`src/rtl/riscv_mem_arbiter.sv`:
```
// Single-port memory arbiter for the RV32 core: debug > LSU > IFU, with a
// starvation override that lets a repeatedly denied fetch win over the LSU.
package riscv_pkg;
    parameter int XLEN = 32;
endpackage

module riscv_mem_arbiter #(
    parameter int XLEN       = riscv_pkg::XLEN,
    parameter int STARVE_MAX = 4
) (
    input  logic            clk_i,
    input  logic            rstn_i,

    input  logic            dbg_req_i,
    input  logic            dbg_we_i,
    input  logic [XLEN-1:0] dbg_addr_i,
    input  logic [XLEN-1:0] dbg_wdata_i,
    input  logic [3:0]      dbg_be_i,
    output logic            dbg_gnt_o,
    output logic            dbg_rvalid_o,
    output logic [XLEN-1:0] dbg_rdata_o,

    input  logic            lsu_req_i,
    input  logic            lsu_we_i,
    input  logic [XLEN-1:0] lsu_addr_i,
    input  logic [XLEN-1:0] lsu_wdata_i,
    input  logic [3:0]      lsu_be_i,
    output logic            lsu_gnt_o,
    output logic            lsu_rvalid_o,
    output logic [XLEN-1:0] lsu_rdata_o,

    input  logic            ifu_req_i,
    input  logic            ifu_we_i,
    input  logic [XLEN-1:0] ifu_addr_i,
    input  logic [XLEN-1:0] ifu_wdata_i,
    input  logic [3:0]      ifu_be_i,
    output logic            ifu_gnt_o,
    output logic            ifu_rvalid_o,
    output logic [XLEN-1:0] ifu_rdata_o,

    output logic            mem_req_o,
    output logic            mem_we_o,
    output logic [XLEN-1:0] mem_addr_o,
    output logic [XLEN-1:0] mem_wdata_o,
    output logic [3:0]      mem_be_o,
    input  logic [XLEN-1:0] mem_rdata_i
);

    localparam logic [3:0] STARVE_LIM = 4'(STARVE_MAX);

    typedef enum logic [1:0] {
        OWN_NONE = 2'd0,
        OWN_DBG  = 2'd1,
        OWN_LSU  = 2'd2,
        OWN_IFU  = 2'd3
    } owner_e;

    owner_e     owner_d, owner_q;
    logic [3:0] starve_d, starve_q;
    logic       ifu_starved_s;

    assign ifu_starved_s = (starve_q == STARVE_LIM);

    // Winner selection; nothing is granted while reset is held
    always_comb begin
        owner_d = OWN_NONE;
        if (!rstn_i) begin
            owner_d = OWN_NONE;
        end else if (dbg_req_i) begin
            owner_d = OWN_DBG;
        end else if (ifu_req_i && ifu_starved_s) begin
            owner_d = OWN_IFU;
        end else if (lsu_req_i) begin
            owner_d = OWN_LSU;
        end else if (ifu_req_i) begin
            owner_d = OWN_IFU;
        end else begin
            owner_d = OWN_NONE;
        end
    end

    assign dbg_gnt_o = (owner_d == OWN_DBG);
    assign lsu_gnt_o = (owner_d == OWN_LSU);
    assign ifu_gnt_o = (owner_d == OWN_IFU);
    assign mem_req_o = (owner_d != OWN_NONE);

    // Memory-side request fields follow the winner, zero when idle
    always_comb begin
        mem_we_o    = 1'b0;
        mem_addr_o  = {XLEN{1'b0}};
        mem_wdata_o = {XLEN{1'b0}};
        mem_be_o    = 4'b0000;
        case (owner_d)
            OWN_DBG: begin
                mem_we_o    = dbg_we_i;
                mem_addr_o  = dbg_addr_i;
                mem_wdata_o = dbg_wdata_i;
                mem_be_o    = dbg_be_i;
            end
            OWN_LSU: begin
                mem_we_o    = lsu_we_i;
                mem_addr_o  = lsu_addr_i;
                mem_wdata_o = lsu_wdata_i;
                mem_be_o    = lsu_be_i;
            end
            OWN_IFU: begin
                mem_we_o    = ifu_we_i;
                mem_addr_o  = ifu_addr_i;
                mem_wdata_o = ifu_wdata_i;
                mem_be_o    = ifu_be_i;
            end
            default: begin
                mem_we_o    = 1'b0;
                mem_addr_o  = {XLEN{1'b0}};
                mem_wdata_o = {XLEN{1'b0}};
                mem_be_o    = 4'b0000;
            end
        endcase
    end

    // Denied fetch cycles, saturating; debug wins do not reset the count
    always_comb begin
        starve_d = 4'd0;
        if (ifu_req_i && !ifu_gnt_o) begin
            starve_d = (starve_q < STARVE_LIM) ? (starve_q + 4'd1) : STARVE_LIM;
        end else begin
            starve_d = 4'd0;
        end
    end

    // Owner and starvation state
    always_ff @(posedge clk_i) begin
        if (!rstn_i) begin
            owner_q  <= OWN_NONE;
            starve_q <= 4'd0;
        end else begin
            owner_q  <= owner_d;
            starve_q <= starve_d;
        end
    end

    // A response in flight when reset arrives is dropped, not reported
    assign dbg_rvalid_o = rstn_i && (owner_q == OWN_DBG);
    assign lsu_rvalid_o = rstn_i && (owner_q == OWN_LSU);
    assign ifu_rvalid_o = rstn_i && (owner_q == OWN_IFU);

    assign dbg_rdata_o = mem_rdata_i;
    assign lsu_rdata_o = mem_rdata_i;
    assign ifu_rdata_o = mem_rdata_i;

endmodule

```
`config.mk`:
```
export PLATFORM = sky130hd
export DESIGN_NAME = riscv_mem_arbiter
export DESIGN_NICKNAME = d
export VERILOG_FILES = /design/src/rtl/riscv_mem_arbiter.sv
export SDC_FILE = /design/constraint.sdc
export NUM_CORES = 1
export LEC_CHECK = 0
export CAP_MARGIN = 20
export CORE_AREA = 2 2 162 164
export CTS_BUF_LIST = sky130_fd_sc_hd__clkbuf_8
export CTS_CLUSTER_SIZE = 8
export DETAILED_ROUTE_END_ITERATION = 6
export DIE_AREA = 0 0 164 166
export DONT_BUFFER_PORTS = 1
export MAX_ROUTING_LAYER = met4
export SYNTH_ARGS = -nofsm -noshare
export SYNTH_HDL_FRONTEND = slang
export SYNTH_SLANG_ARGS = --single-unit
```
`constraint.sdc`:
```
create_clock -name clk_i -period 1.7 [get_ports clk_i]
set_input_delay 0 -clock clk_i [delete_from_list [all_inputs] [get_ports clk_i]]
set_output_delay 0 -clock clk_i [all_outputs]
set_load 0.005 [all_outputs]
```
==> summary.md <==
| Metric | Value |
|---|---|
| Vias per inst | 4.23 |
| First-pass GRT wire length | 15,400 µm |
| I/O Buffers | 0 |
| Sequential standard cell area | 121 µm² |
| Seq/Total Area, Yosys | 0.0504 |
| CTS max path bufs | 2 |
| Largest net degree at the start of global routing | 77 |
| DRC | 0 |
| Routed WL per cell | 24.4 µm |
| Hold WC Path Type | in2out |
| Worst slack at placement | -0.119 ns |
| Maximum fanout along the worst path | 11 |
| Slowest stage delay, CP | 0.38 ns |
| Die Wd | 164 µm |
| Crit-path cells | inv_2 -> ha_4 -> nand3b_4 -> buf_4 -> o211a_4 -> a221o_1 |
| Fmax | 566 MHz |
| DRT iter0 DRCs | 192 |
| Clock Root Buffer | clkbuf_8 |
| Worst Setup Start Kind | flip-flop |
| Yosys warns | 0 |
| Starting Density | 0.0931 |
| Area of the multi-input gates | 1430 µm² |
| Final worst setup slack | -0.0657 ns |
| Core Area | 25,600 µm² |
| Avg Synthesized Cell Area | 7.98 µm² |
| Relative slew margins | 0.370 |
| First-pass DRT Iterations | 4 |
| Overall Global Routing Usage | 0.0831 |
| Die height | 166 µm |
| Mapped Cells | 299 |
| CTS tree | done |
| Cells after DPL | 509 |
| CP Capture Type | output port |
| Leading area contributor after synthesis | buf_4 |
| Post-Layout Cell Count | 534 |
| Total CTS buffers | 3 |
| RSZ-0062 raised after global routing | yes |
| Slew Limit Fails | 0 |
| Grt total ovfl | 0 |
| Clk_skew | 0.00320 ns |
| Power Density | 320 nW/µm² |
| Final Hold Vio Count | 0 |
| Critical Path RT | 1.70 ns |
| Status | complete, but fails checks |
| Fin Setup TNS | -0.971 ns |
| Clk Latency, worst-skew pair | 0.23 ns |
| Distinct cells, synth | 23 |
| Failing checks | negative setup slack |
| Max IR drop VDD | 0.369 mV |
| Antenna viol nets, final | 0 |
| Mapped Area | 2380 µm² |
| Clk sinks | 6 |
| Layout Nets | 446 |
| Fin crit period | 1.77 ns |
| DP HPWL | 7250 µm |
| Num ports | 416 |
| CP max stage cell | a221o_1 |
| Arrival time at the worst endpoint | 1.77 ns |
| Die footprint | 27,200 µm² |
| Row count | 59 |
| Synth-to-Final Area Change | -3.25% |
| Vias in the first global route | 2,197 |
| Slew @ Worst Pin | 0.941 ns |
| Leakage | 0.000942 µW |
| Vias | 2,258 |
| Final Util | 0.0901 |
| H-tree levels | 1 |
| Yosys top cell area share | 0.302 |
| Crit Path Class | reg2out |
| Final setup violating endpoints | 29 |
| Layout cell share with drive strength beyond 1 | 0.162 |
| Number of antenna violations at the first check in global routing | 1 |
| Seq cells post-synth | 6 |
| Fillers | 2,955 |
| Synth area leaders | buf_4 (30%), a221o_1 (29%), and3_1 (18%), buf_6 (7.1%), dfxtp_1 (5.0%) |
| Period utilisation layout | 1.04 |
| Mapped Nets | 545 |
| Clock-pin slew on the worst setup and hold paths | 0.03 ns |
| Max-cap violation count | 0 |
| RD Place Congestion | 0.883 |
| Total routed wirelength | 13,000 µm |
cell families after synthesis:
family / share of synthesized area
AOI/OAI and AO/OA: 0.313
adders and majority gates: 0.0105
buffers and inverters: 0.403
DFF: 0.0504
other: 0.00157
and+or+nand+nor: 0.221
per-layer routing:
layer  global-route usage  wire [µm]  vias up
met1               0.0975       5170     1049
met3               0.0117       1110       67
met5                    -          0        -
met4               0.0420        614        0
met2                0.138       6110      258
li1                     -          -      884
power breakdown:
part | switching (µW) | internal [µW]
combinational | 185 | 182
clock | 65.9 | 152
sequential | 5.65 | 148
total | 257 | 482
final cells by class:
type,count,share of cell area
Clock buffer,3,0.0179
Timing Repair Buffer,17,0.122
Multi-Input combinational cell,169,0.620
Sequential cell,6,0.0526
Tap cell,335,0.182
Antenna cell,1,0.00108
Inverter,3,0.00488
state kept, by name, summed over array words and instances (netlist names):
signal,flops
starve_q,4
owner_q,2
critical path, delay by kind of cell, from the launching register on:
| kind | cells | cell delay [ns] |
|---|---|---|
| AO/OA/AOI/OAI | 2 | 0.72 |
| adder cells (fa/ha/maj) | 1 | 0.14 |
| AND/OR/NAND/NOR | 1 | 0.11 |
| flip-flops | 1 | 0.31 |
| buffers and inverters | 2 | 0.24 |
timing repair:
item,4_1_cts,5_1_grt
hold buffers,3,0
buffers inserted,6,2
pin swaps,15,9
setup endpoints to repair,69,69
gates resized for setup,14,6
cloned,7,5
hold endpoints to repair,2,0
stage by stage:
stage	hold WS (ns)	power [µW]	area, µm²
5_1_grt	0.0000203	786	2310
2_1_floorplan	0.0808	619	2380
6_report	0.00000120	739	2310
3_5_place_dp	0.0000668	431	1900
3_3_place_gp	0.0000668	430	1900
4_1_cts	0.0000668	723	2200
synth_stat cells:
cell type and count:
inv_1 3, nand3b_4 1, clkbuf_2 1, clkbuf_1 15, conb_1 1, o211a_1 1
dfxtp_1 6, ha_1 2, nor3_1 2, a211oi_4 1, a221o_1 69, buf_6 15
nand2_1 3, and2_1 3, and3_1 70, o21a_1 1, or2_2 1, nor2b_1 1
nor4_1 1, a21boi_0 1, a21oi_1 2, nor2_1 3, buf_4 96
final timing paths:
kind                  start         endpoint  slack, ns  cells past startpoint
max reg2reg     starve_q[0]       owner_q[0]       0.31                      7
min reg2reg     starve_q[0]      starve_q[0]       0.52                      2
max             starve_q[1]  mem_wdata_o[10]      -0.07                      6
min          mem_rdata_i[0]   lsu_rdata_o[0]   0.000001                      0
cell usage in the layout (no fill, tap or decap), drive strengths merged, types with 2 or more instances in the layout:
| master | n |
|---|---|
| dfxtp | 6 |
| a21oi | 2 |
| clkbuf | 6 |
| ha | 2 |
| nand2 | 3 |
| o211a | 7 |
| nor3 | 2 |
| nor2 | 3 |
| and2 | 3 |
| and3 | 70 |
| inv | 3 |
| a221o | 69 |
| buf | 11 |
| dlygate4sd3 | 3 |
No activity file was read; power rests on OpenSTA's default activity.
